--- config.mk ---
export PLATFORM = sky130hd
export DESIGN_NAME = bias_loader
export DESIGN_NICKNAME = d
export VERILOG_FILES = /design/src/rtl/bias_loader.sv
export SDC_FILE = /design/constraint.sdc
export NUM_CORES = 1
export LEC_CHECK = 0
export ABC_AREA = 1
export CORE_ASPECT_RATIO = 1.4
export CORE_UTILIZATION = 40
export CTS_BUF_LIST = sky130_fd_sc_hd__clkbuf_4
export CTS_CLUSTER_SIZE = 12
export DETAILED_ROUTE_END_ITERATION = 8
export PLACE_DENSITY = 0.69
export SYNTH_ARGS = -nofsm -noshare
export SYNTH_HDL_FRONTEND = slang
export SYNTH_SLANG_ARGS = --single-unit
--- constraint.sdc ---
create_clock -name clk -period 1.9 [get_ports clk]
set_input_delay 0.475 -clock clk [delete_from_list [all_inputs] [get_ports clk]]
set_output_delay 0.475 -clock clk [all_outputs]
set_load 0.005 [all_outputs]
--- src/rtl/bias_loader.sv ---
// Writer side of the per-neuron bias store. It streams bias words in order into
// num_neurons bias memories over a shared data bus and one-hot write enables.
module bias_loader #(
  parameter int unsigned data_bits   = 16,
  parameter int unsigned num_neurons = 8,
  parameter int unsigned idx_bits    = $clog2(num_neurons)
) (
  input  logic                   clk,
  input  logic                   reset,
  input  logic                   start,
  input  logic                   abort,
  input  logic                   s_valid,
  input  logic [data_bits-1:0]   s_data,
  output logic                   s_ready,
  output logic [data_bits-1:0]   bias_data,
  output logic [num_neurons-1:0] write_en_vec,
  output logic                   busy,
  output logic                   done,
  output logic [idx_bits:0]      loaded_count
);

  typedef enum logic [1:0] {
    st_idle = 2'd0,
    st_load = 2'd1,
    st_done = 2'd2
  } state_t;

  localparam logic [idx_bits-1:0]    last_idx  = idx_bits'(num_neurons - 1);
  localparam logic [num_neurons-1:0] first_hot = num_neurons'(1);

  state_t                 state_q, state_d;
  logic [idx_bits-1:0]    idx_q, idx_d;
  logic [idx_bits:0]      count_d;
  logic [data_bits-1:0]   bias_d;
  logic [num_neurons-1:0] wen_d;

  // State and datapath registers; reset also kills any in-flight write pulse.
  always_ff @(posedge clk or posedge reset) begin
    if (reset) begin
      state_q      <= st_idle;
      idx_q        <= '0;
      loaded_count <= '0;
      bias_data    <= '0;
      write_en_vec <= '0;
    end else begin
      state_q      <= state_d;
      idx_q        <= idx_d;
      loaded_count <= count_d;
      bias_data    <= bias_d;
      write_en_vec <= wen_d;
    end
  end

  // Next state and datapath; abort has priority over a same-edge accept.
  always_comb begin
    state_d = state_q;
    idx_d   = idx_q;
    count_d = loaded_count;
    bias_d  = bias_data;
    wen_d   = '0;
    case (state_q)
      st_idle, st_done: begin
        if (start) begin
          state_d = st_load;
          idx_d   = '0;
          count_d = '0;
        end
      end
      st_load: begin
        if (abort) begin
          state_d = st_idle;
        end else if (s_valid) begin
          bias_d  = s_data;
          wen_d   = first_hot << idx_q;
          count_d = loaded_count + 1'b1;
          if (idx_q == last_idx) begin
            state_d = st_done;
          end else begin
            idx_d = idx_q + 1'b1;
          end
        end
      end
      default: state_d = st_idle;
    endcase
  end

  // Status decoded straight from the state register.
  assign s_ready = (state_q == st_load);
  assign busy    = (state_q == st_load);
  assign done    = (state_q == st_done);

endmodule

==> flow_metrics.py <==
metrics = {
    "finish": {
        "fillers": 324,
        "regArea_sq_um": 826,
        "num_antenna_cells": 0,
        "area_growth_syn_to_layout_pct": 43.3,
        "multi_input_area_sq_um": 536,
        "nets": 248,
        "drive_gt1_share_pct": 10.9,
        "fin_area_sq_um": 2090,
    },
    "clock_tree": {
        "cts_sinks": 33,
        "cts_buffer_depth": 2,
        "h-tree-depth": 2,
        "numCtsBuffers": 5,
        "clk_latency_ns": 0.34,
        "cts_tree": "done",
        "holdBufCountCts": 0,
        "clockRootBuffer": "clkbuf_4",
        "clk_pin_slew_ns": 0.09,
    },
    "drt": {
        "ant_nets": 0,
        "viasPerCell": 4.76,
        "wl_per_cell_microns": 11.6,
        "drt-total-wl_microns": 3030,
        "drt_iter0_markers": 16,
        "post-route-drc-count": 0,
        "via_count": 1237,
        "firstDrtPassIters": 4,
    },
    "sta": {
        "fmax_mhz": 561,
        "maxSlewViolCount": 0,
        "fin_crit_sh_pct": 93.8,
        "setup_slack_ns": 0.119,
        "worst_hold_slack_ns": 0.483,
        "tns_ns": 0,
        "setup_viol": 0,
        "fin_crit_ns": 1.78,
        "fin_skew_ns": 0.0156,
        "maxSlewHeadroom_pct": 73.1,
        "max_slew.worst_pin.slew_ns": 0.404,
        "hold_violations": 0,
        "grt_setup_unrepaired": "false",
    },
    "setup_path": {
        "r2r_end": "idx_q[2]$_DFFE_PP0P_",
        "cp_cell_sequence": "clkdlybuf4s50_1",
        "worstReg2RegStart": "idx_q[0]$_DFFE_PP0P_",
        "r2r_setup_slack_ns": 0.55,
        "crit_required_ns": 1.42,
        "critPathMaxStageDelay_ns": 0.54,
        "path_depth": 1,
        "crit_path_start_kind": "flip-flop",
        "reg2reg_depth": 6,
        "critical-path-top-delay-family": "buffers and inverters",
        "critPathMaxFanout": 5,
        "crit_slowest_cell": "clkdlybuf4s50_1",
        "worst-path-buf-inv": 1,
        "cp.arrival_ns": 1.31,
        "cp-end-kind": "primary output",
        "critPathKind": "reg2out",
    },
    "place": {
        "post-place-ws_ns": 0.133,
        "place_area_sq_um": 2040,
        "numPortBuffers": 51,
        "gp_congestion": 0.798,
        "dp_hpwl_microns": 2270,
    },
    "logic_synthesis": {
        "yosysUniqueCellTypes": 19,
        "syn_area_per_cell_sq_um": 9.13,
        "syn_nets": 188,
        "yosysSeqAreaShare_pct": 56.6,
        "syn_inst": 160,
        "synth_area_sq_um": 1460,
        "synth-seq-cells": 33,
        "yosys_warnings": 0,
    },
    "die": {
        "num_rows": 25,
        "initial_core_util_pct": 42.4,
        "die_area_sq_um": 3900,
        "ioPinCount": 52,
        "core_sq_um": 3440,
        "die_width_microns": 53.1,
        "fp.dieH_microns": 73.5,
    },
    "worst_hold_path": {
        "hold-path-endpoint": "bias_data[8]$_DFFE_PP0P_",
        "hold_path.class": "reg2reg",
        "hold_depth": 2,
        "hold_start": "bias_data[8]$_DFFE_PP0P_",
    },
    "grt": {
        "antenna_found_initial": 0,
        "grt_pass1_vias": 1192,
        "grt_max_degree": 34,
        "grt_pass1_wl_microns": 5030,
        "gr-total-overflow": 0,
        "grt.total_usage_pct": 18.2,
    },
    "pwr": {
        "pwr-share-clk_pct": 20.7,
        "p_switching_uw": 508,
        "combPwrFrac_pct": 29.1,
        "power.internal_mw": 1.27,
        "powerDensity_nw_per_um2": 850,
        "switching_share_pct": 28.6,
        "power_frac_seq_pct": 50.2,
        "p_leak_nw": 1.08,
        "ir_drop_mv": 0.560,
    },
    "job": {
        "max_cap_violations": 0,
    },
    "outcome": {
        "status": "finished, final reports clean",
    },
}
timing repair:
action                                 4_1_cts  5_1_grt
endpoints found under the hold margin        0        0
resized for setup                            3        0
setup endpoints to repair                    3        0
buffers inserted                             1        0
cells by family after synthesis:
logic type / Yosys count / share of synthesized area [%]
flip-flops: 33 / 56.6
AO/OA/AOI/OAI: 2 / 0.685
XOR/XNOR: 1 / 0.600
buffers and inverters: 21 / 6.77
AND/OR/NAND/NOR: 96 / 29.4
adder cells (fa/ha/maj): 7 / 6.00
routing by layer:
metal  global-route usage (%)  vias to the layer above  share of wire [%]
li1                         -                      602                  -
met1                     19.7                      597                 40
met2                     30.7                       32                 52
met3                     6.21                        6                6.0
met4                     9.65                        0                2.1
met5                        0                        -                  0
power groups by stage:
| stage | clock network, mW | logic (mW) | registers, mW |
|---|---|---|---|
| floorplan | 0 | 0.199 | 0.907 |
| global placement | 0 | 0.511 | 0.905 |
| detailed placement | 0 | 0.524 | 0.909 |
| CTS | 0.385 | 0.529 | 0.894 |
| global route | 0.414 | 0.578 | 0.909 |
| finish | 0.368 | 0.518 | 0.892 |
area by class of cell:
type,count,share of cell area (%)
multi-input cells,106,25.6
clock buffers,6,2.15
inverters,16,2.87
repair buffers,58,27.3
well taps,40,2.39
flip-flops and latches,33,39.5
clock inverters,1,0.179
synthesized netlist by cell type:
cell type / instances / share of area, %
buf_6: 1 / 0.77
nand3b_1: 1 / 0.51
nor3_2: 6 / 4.1
nor2_2: 1 / 0.43
nor2_1: 7 / 1.8
nand2_1: 72 / 19
buf_2: 1 / 0.34
nand3_1: 6 / 2.1
nor2_4: 1 / 0.77
ha_1: 7 / 6.0
nand2_2: 1 / 0.43
dfrtp_1: 33 / 57
inv_1: 15 / 3.9
a21oi_1: 1 / 0.34
buf_4: 3 / 1.5
inv_2: 1 / 0.26
o21ai_1: 1 / 0.34
xor2_1: 1 / 0.60
nand2_4: 1 / 0.77
registers in the layout, indices dropped and copies added, names as in the netlist:
name,count
write_en_vec,8
state_q,2
bias_data,16
loaded_count,4
idx_q,3
placed cells by master (no fill, tap or decap), types with 3 or more instances in the layout:
cell,instances
clkbuf_4,6
nor2_1,7
buf_4,6
dfrtp_1,33
ha_1,7
nand2_1,72
clkdlybuf4s50_1,48
nor3_2,6
dlygate4sd2_1,3
inv_1,15
nand3_1,6
through the flow:
step	instances	utilization [%]	total power [mW]
floorplan	160	-	1.11
global placement	252	59.3	1.42
detailed placement	252	59.3	1.43
CTS	260	60.8	1.81
global route	260	60.8	1.90
finish	260	60.8	1.78
worst max-delay path by stage:
| stage | to | from |
|---|---|---|
| 6_report | loaded_count[0] | loaded_count[0]$_DFFE_PP0P_ |
| 5_1_grt | loaded_count[0] | loaded_count[0]$_DFFE_PP0P_ |
| 4_1_cts | loaded_count[0] | loaded_count[0]$_DFFE_PP0P_ |
| 3_5_place_dp | bias_data[13]$_DFFE_PP0P_ | s_valid |
| 3_3_place_gp | bias_data[6]$_DFFE_PP0P_ | s_valid |
| 2_1_floorplan | idx_q[2]$_DFFE_PP0P_ | idx_q[0]$_DFFE_PP0P_ |
(Power assumes the default switching activity.)
